$ cat src/rtl/shift_pkg.sv
// Shared types and helpers for the shift execution unit.
// Rotate support is enabled by defining SHIFT_EXEC_ROT_EN at build time.
package shift_pkg;

    typedef enum logic [1:0] {
        SH_SLL = 2'b00,
        SH_SRL = 2'b01,
        SH_SRA = 2'b10,
        SH_ROR = 2'b11
    } shift_op_e;

    localparam int XLEN_DEFAULT = 64;
    localparam int SHAMT_W      = $clog2(XLEN_DEFAULT);

    // Widest datapath the reverse helper supports; callers right-align their slice.
    localparam int REV_MAX = 256;

    function automatic logic [REV_MAX-1:0] bit_rev(input logic [REV_MAX-1:0] x);
        logic [REV_MAX-1:0] r;
        for (int i = 0; i < REV_MAX; i++) begin
            r[i] = x[REV_MAX-1-i];
        end
        return r;
    endfunction

endpackage

$ cat src/rtl/shift_core.sv
// Combinational log-stage arithmetic right shifter; stage gi shifts by 2**gi.
module shift_core #(
    parameter int W  = 65,
    parameter int SW = $clog2(W)
) (
    input  logic [W-1:0]  data,
    input  logic [SW-1:0] shamt,
    output logic [W-1:0]  result
);

    logic [W-1:0] stage [0:SW];

    assign stage[0] = data;

    generate
        for (genvar gi = 0; gi < SW; gi++) begin : g_stage
            localparam int STEP = 1 << gi;
            assign stage[gi+1] = shamt[gi]
                ? {{STEP{stage[gi][W-1]}}, stage[gi][W-1:STEP]}
                : stage[gi];
        end
    endgenerate

    assign result = stage[SW];

endmodule

$ cat src/rtl/shift_exec.sv
// Two-stage RV64 shift unit (SLL/SRL/SRA and W forms) built on one arithmetic right shifter.
// Defining SHIFT_EXEC_ROT_EN turns op 11 into ROR/RORW; otherwise op 11 yields zero.
module shift_exec
    import shift_pkg::*;
#(
    parameter int XLEN  = XLEN_DEFAULT,
    parameter int TAG_W = 5
) (
    input  logic                     clk,
    input  logic                     rst_n,
    input  logic                     in_valid,
    output logic                     in_ready,
    input  logic [1:0]               in_op,
    input  logic                     in_word,
    input  logic [XLEN-1:0]          in_rs1,
    input  logic [$clog2(XLEN)-1:0]  in_shamt,
    input  logic [TAG_W-1:0]         in_tag,
    output logic                     out_valid,
    input  logic                     out_ready,
    output logic [XLEN-1:0]          out_result,
    output logic [TAG_W-1:0]         out_tag
);

    localparam int SH_W      = $clog2(XLEN);
    localparam int CORE_SH_W = $clog2(XLEN + 1);

    logic              s1_valid_reg;
    logic [XLEN:0]     s1_operand_reg;
    logic [SH_W-1:0]   s1_shamt_reg;
    shift_op_e         s1_op_reg;
    logic              s1_word_reg;
    logic [TAG_W-1:0]  s1_tag_reg;

    logic              out_valid_reg;
    logic [XLEN-1:0]   out_result_reg;
    logic [TAG_W-1:0]  out_tag_reg;

    shift_op_e         op_next;
    logic              fill32;
    logic [XLEN-1:0]   base_v;
    logic [XLEN-1:0]   prep_v;
    logic [SH_W-1:0]   shamt_next;
    logic [XLEN:0]     operand_next;
    logic [XLEN:0]     shifted;
    logic [XLEN-1:0]   shifted_low;
    logic              shifted_top_unused;
    logic [XLEN-1:0]   result_next;
    logic              s1_advance;

    assign s1_advance = !out_valid_reg || out_ready;
    assign in_ready   = !s1_valid_reg || s1_advance;
    assign out_valid  = out_valid_reg;
    assign out_result = out_result_reg;
    assign out_tag    = out_tag_reg;

    // Operand preparation: word-adjust, reverse for left shifts, prepend the sign fill.
    always_comb begin
        op_next    = shift_op_e'(in_op);
        fill32     = (op_next == SH_SRA) && in_rs1[31];
        base_v     = in_rs1;
        shamt_next = in_shamt;
        if (in_word) begin
            for (int i = 32; i < XLEN; i++) base_v[i] = fill32;
            for (int i = 5; i < SH_W; i++) shamt_next[i] = 1'b0;
        end
        prep_v = (op_next == SH_SLL)
            ? XLEN'(bit_rev(REV_MAX'(base_v)) >> (REV_MAX - XLEN))
            : base_v;
        operand_next = {(op_next == SH_SRA) && prep_v[XLEN-1], prep_v};
    end

    shift_core #(
        .W  (XLEN + 1),
        .SW (CORE_SH_W)
    ) u_core (
        .data   (s1_operand_reg),
        .shamt  ({{(CORE_SH_W - SH_W){1'b0}}, s1_shamt_reg}),
        .result (shifted)
    );

    assign shifted_low        = shifted[XLEN-1:0];
    assign shifted_top_unused = shifted[XLEN];

    always_comb begin
        result_next = (s1_op_reg == SH_SLL)
            ? XLEN'(bit_rev(REV_MAX'(shifted_low)) >> (REV_MAX - XLEN))
            : shifted_low;
`ifdef SHIFT_EXEC_ROT_EN
        // Rotate as a right shift of the doubled operand.
        if (s1_op_reg == SH_ROR) begin
            result_next = s1_word_reg
                ? XLEN'(32'({s1_operand_reg[31:0], s1_operand_reg[31:0]} >> s1_shamt_reg))
                : XLEN'({s1_operand_reg[XLEN-1:0], s1_operand_reg[XLEN-1:0]} >> s1_shamt_reg);
        end
`else
        if (s1_op_reg == SH_ROR) result_next = '0;
`endif
        if (s1_word_reg) begin
            for (int i = 32; i < XLEN; i++) result_next[i] = result_next[31];
        end
    end

    always_ff @(posedge clk) begin
        if (!rst_n) begin
            s1_valid_reg   <= 1'b0;
            out_valid_reg  <= 1'b0;
            out_result_reg <= '0;
            out_tag_reg    <= '0;
        end else begin
            if (in_ready) s1_valid_reg <= in_valid;
            if (s1_advance) out_valid_reg <= s1_valid_reg;
            if (s1_advance && s1_valid_reg) begin
                out_result_reg <= result_next;
                out_tag_reg    <= s1_tag_reg;
            end
        end
    end

    // Stage-1 payload needs no reset: it is qualified by s1_valid_reg.
    always_ff @(posedge clk) begin
        if (in_valid && in_ready) begin
            s1_operand_reg <= operand_next;
            s1_shamt_reg   <= shamt_next;
            s1_op_reg      <= op_next;
            s1_word_reg    <= in_word;
            s1_tag_reg     <= in_tag;
        end
    end

endmodule
$ cat config.mk
export PLATFORM = sky130hd
export DESIGN_NAME = shift_exec
export DESIGN_NICKNAME = d
export VERILOG_FILES = /design/src/rtl/shift_pkg.sv /design/src/rtl/shift_core.sv /design/src/rtl/shift_exec.sv
export SDC_FILE = /design/constraint.sdc
export NUM_CORES = 1
export LEC_CHECK = 0
export ABC_AREA = 1
export CAP_MARGIN = 20
export CORE_MARGIN = 2
export CORE_UTILIZATION = 45
export CTS_CLUSTER_SIZE = 10
export DETAILED_ROUTE_END_ITERATION = 10
export PLACE_DENSITY = 0.68
export SYNTH_ARGS = -nofsm -noshare
export SYNTH_HDL_FRONTEND = slang
export SYNTH_SLANG_ARGS = --single-unit
$ cat constraint.sdc
create_clock -name clk -period 6.1 [get_ports clk]
set_input_delay 0.915 -clock clk [delete_from_list [all_inputs] [get_ports clk]]
set_output_delay 0.915 -clock clk [all_outputs]
set_load 0.01 [all_outputs]
=== Word level (Yosys, flattened, before mapping) ===
Index checks and enable logic that the tools add are counted.

* Mux-type cells: 11
* Reduce and logical (&&, ||, !) cells: 10
* Equality and inequality tests: 2

{| class="wikitable"
|+ Operator list
! kind !! number
|-
| $mux W64 || 9
|-
| $mux W32 || 2
|-
| $eq A2 B2 Y1 const B || 2
|-
| $logic_and A1 B1 Y1 || 4
|-
| $logic_not A2 Y1 || 2
|-
| $logic_not A1 Y1 || 2
|-
| $logic_or A1 B1 Y1 || 2
|}

* Logic and storage cells: 33
* Output and inout bits: 71
* Flip-flop bits (word level): 150
* Input port bits: 82

=== Logic depth before layout (Yosys ltp) ===
* Depth in word-level cells: 9
* Depth in mapped cells: 17
* Mapped depth without buffers: 15

=== Hierarchy ===
A second synthesis with hierarchy kept.

* Cell total of the unflattened synthesis: 1933
* Area total of the unflattened synthesis: 11546.1 µm²

{| class="wikitable"
|+ By module, submodules not included
! module !! area each (µm²) !! cells an instance !! instances !! sequential area each (µm²)
|-
| shift_exec || 7240.7 || 959 || 1 || 3793.6
|-
| shift_core || 4305.4 || 974 || 1 || 0.0
|}

=== Worst setup path after synthesis ===
No wires, ideal clock.

* Kind: input to register
* Start point: in out_ready
* End point: reg s1_op_reg[0], enable pin
* Path buffers: 0
* Setup slack: 2944 ps
* Stages: 4
* Arrival time: 2723 ps
* Library setup time: 433 ps
* Data required time: 5667 ps
* Cell sequence: inv_1 nand3_1 nand2_1 inv_1

* Word-level cells in the longest chain between the ends: 3

{| class="wikitable"
|+ Ends and longest elaborated chain
! what !! RTL line !! text
|-
| start, declared || shift_exec.sv:19 || <nowiki>input logic out_ready,</nowiki>
|-
| $logic_or A1 B1 Y1 || shift_exec.sv:50 || <nowiki>assign s1_advance = !out_valid_reg || out_ready;</nowiki>
|-
| $logic_or A1 B1 Y1 || shift_exec.sv:51 || <nowiki>assign in_ready = !s1_valid_reg || s1_advance;</nowiki>
|-
| net in_ready || shift_exec.sv:12 || <nowiki>output logic in_ready,</nowiki>
|-
| $logic_and A1 B1 Y1 || shift_exec.sv:121 || <nowiki>if (in_valid && in_ready) begin</nowiki>
|-
| end signal, assigned || shift_exec.sv:124 || <nowiki>s1_op_reg <= op_next;</nowiki>
|-
| end, declared || shift_exec.sv:30 || <nowiki>shift_op_e s1_op_reg;</nowiki>
|}

The timed path passes the listed nets, and every way through them passes these cells.
A chain may end at the register's enable or synchronous reset.

=== Final worst setup path ===
* Start point: reg s1_shamt_reg[1]
* End point: reg out_result_reg[41], in the netlist out_result[41]

* Word-level cells in the longest chain between the ends: 8

{| class="wikitable"
|+ Ends and longest elaborated chain
! what !! RTL line !! text
|-
| start, declared || shift_exec.sv:29 || <nowiki>logic [SH_W-1:0] s1_shamt_reg;</nowiki>
|-
| start signal, assigned || shift_exec.sv:123 || <nowiki>s1_shamt_reg <= shamt_next;</nowiki>
|-
| $mux W64 (5 in series) || shift_core.sv:19 || <nowiki>? {{STEP{stage[gi][W-1]}}, stage[gi][W-1:STEP]}</nowiki>
|-
| $mux W64 || shift_exec.sv:86 || <nowiki>? XLEN'(bit_rev(REV_MAX'(shifted_low)) >> (REV_MAX - XLEN))</nowiki>
|-
| $mux W64 || shift_exec.sv:96 || <nowiki>if (s1_op_reg == SH_ROR) result_next = '0;</nowiki>
|-
| $mux W32 || shift_exec.sv:98 || <nowiki>if (s1_word_reg) begin</nowiki>
|-
| end signal, assigned || shift_exec.sv:113 || <nowiki>out_result_reg <= result_next;</nowiki>
|-
| end, declared || shift_exec.sv:35 || <nowiki>logic [XLEN-1:0] out_result_reg;</nowiki>
|}

No other way between the ends.

==> results.cfg <==
[cells_and_area]
largest_reg_flops = 65
fillers = 2459
nets = 1744
antenna_cells = 0
layout-drive-gt1-share_pct = 6.63
syn_to_final_growth_pct = 18.2
stdcell_area_sq_mm = 0.0130

[routing]
wl_um = 40100
drt_iter0_drc = 1595
vias = 12125
dr.pass1.iters = 6
route.detailed.drc = 0
wl_per_cell_um = 20.0
antenna_left = 0
viasPerCell = 6.07

[timing]
period_share_pct = 56.8
tns_ps = 0
slew_violations = 0
layout_setup_ws_ps = 2630
clock_skew_ps = 12.1
maxSlewHeadroom_pct = 29.8
setup_violations = 0
max_clock_freq_mhz = 288
max_slew.worst_pin.slew_ps = 1050
hold_viol = 0
min_period_ps = 3470
whs_ps = 463
rsz0062_at_grt = false

[floorplanning]
die_h_um = 160
die_area_sq_mm = 0.0257
die_x_um = 160
core_sq_mm = 0.0241
fp-row-count = 57
initial_core_util_pct = 45.5
io_pins = 153

[pwr]
leakage_nw = 5.15
finalPower_mw = 3.12
ir_drop_uv = 141
powerDensity_mw_per_mm2 = 241

[logic_synthesis]
synth_top_area_share_pct = 28.3
ys_warn_count = 0
syn-instance-count = 1611
ys_seq_elements = 150
synth_adder_area_share_pct = 0
synth_area_sq_mm = 0.0110
synth_top_family_by_area = simple AND/OR/NAND/NOR gates
synth_area_leaders = nand3_1 28%, edfxtp_1 22%, nand2_1 14%
synthXorXnorAreaFrac_pct = 0
synthesis.nets = 1693
syn_area_per_cell_sq_um = 6.81
synth_area_leader_cell = nand3_1
synth_cell_types = 29
ys_seq_area_share_pct = 34.6
synth-compound-area-share_pct = 13.3
synthSimpleGateAreaFrac_pct = 44.8
synth_mux_area_share_pct = 0

[global_route]
grt_pass1_wl_um = 62300
grtUsageMet3_pct = 4.52
use_met2_pct = 49.7
grt_start_max_net_pins = 80
grt_pass1_vias = 10795
use_met1_pct = 42.7
grt_most_used_layer = met2
grt_overflow = 0
antenna_found_initial = 0
grt_usage_pct = 31.1

[worst_setup_path]
cp_max_fo = 64
cp-start-kind = flip-flop
required_ps = 6380
end_kind = flip-flop
worstSetupPathType = flip-flop to flip-flop
arrival_ps = 3750

[worst_hold_path]
hp-class = flip-flop to flip-flop

[status]
status = finished, final reports clean

[clock_tree]
cts_tree = yes
cts-root-buf = clkbuf_16
htree_levels = 4
cts.sinks = 150
cts_buffers = 17
holdBufCountCts = 0
post_cts_resized = 0
clockBufferDepth = 2
clk_latency_ps = 440
path_clk_slew_ps = 70
post_cts_buffers = 0

[place]
place_ws_ps = 2260
gp_congestion = 0.970
port_buffers = 152
placed_area_sq_mm = 0.0123
dp.final_hpwl_um = 29200

[flow_run]
cap_violations = 0
## area by class of cell
class                   count  area (sq um)  area share [%]
inverters                  22          97.6           0.752
flip-flops and latches    150          3790            29.2
clock inverters            13           125           0.965
well taps                 324           405            3.13
repair buffers            171          1680            13.0
clock buffers              19           464            3.58
multi-input cells        1300          6400            49.4
## stage by stage
| step | util (%) | cells |
|---|---|---|
| floorplan | - | 1611 |
| global placement | 51.2 | 1965 |
| detailed placement | 51.2 | 1965 |
| CTS | 53.7 | 1997 |
| global route | 53.8 | 1999 |
| finish | 53.8 | 1999 |
## synth_stat cells (all sizes together)
master and instances:
a21o 1, o211ai 4, nand3 631, or2 1
edfxtp 79, nor2 20, a21oi 99, dfxtp 71
nor4 1, inv 22, clkbuf 64, nand2 425
nor3 1, buf 75, o21ai 117
## worst max-delay path, stage by stage, from the launching register on
cell and delay, ps:
edfxtp_1 330, buf_4 570, inv_6 380, nand3_1 210
nand2_1 70, nand2_1 70, nand2_1 60, nand2_1 80
nand2_1 60, nand2_1 110, nand3_1 170, nand3_1 160
nand3_2 120, nand2_4 680, a21oi_1 130
## cell families (layout without fill, tap and decap cells)
logic type,after synthesis,in the layout
AOI/OAI and AO/OA,221,221
and+or+nand+nor,1079,1079
DFF,150,150
buffers and inverters,161,225
## per-layer routing
metal,up-vias,part of all wire (%),wire length [um]
met5,-,0,0
met4,0,3.6,1440
met3,86,7.7,3090
met2,600,46,18500
met1,5683,43,17100
li1,5756,-,-
## path summary, 6_finish.rpt
path	end	from	slack, ps	cells after the start
worst max-delay path	out_result[41]$_SDFFE_PN0P_	s1_shamt_reg[1]$_DFFE_PP_	2630	14
worst min-delay path	out_result[14]$_SDFFE_PN0P_	out_result[14]$_SDFFE_PN0P_	460	2
worst max register to register	out_result[41]$_SDFFE_PN0P_	s1_shamt_reg[1]$_DFFE_PP_	2630	14
worst min register to register	out_result[14]$_SDFFE_PN0P_	out_result[14]$_SDFFE_PN0P_	460	2
## placed cells by master, fill, tap and decap left out, types with 4 or more instances in the layout
| cell type | n |
|---|---|
| clkdlybuf4s50_1 | 152 |
| clkbuf_16 | 18 |
| a21oi_4 | 30 |
| a21oi_1 | 69 |
| nor2_1 | 16 |
| nand2_1 | 419 |
| nand3_1 | 620 |
| nand3_2 | 11 |
| inv_2 | 4 |
| nand2_2 | 5 |
| o211ai_1 | 4 |
| o21ai_0 | 103 |
| inv_1 | 15 |
| inv_8 | 4 |
| buf_4 | 17 |
| inv_6 | 6 |
| edfxtp_1 | 79 |
| dfxtp_1 | 71 |
| o21ai_1 | 14 |
## power by group
| part | internal, mW | switching [mW] |
|---|---|---|
| clock | 0.576 | 0.492 |
| sequential | 1.14 | 0.0487 |
| combinational | 0.299 | 0.563 |
Power figures use the tool's default switching activity.
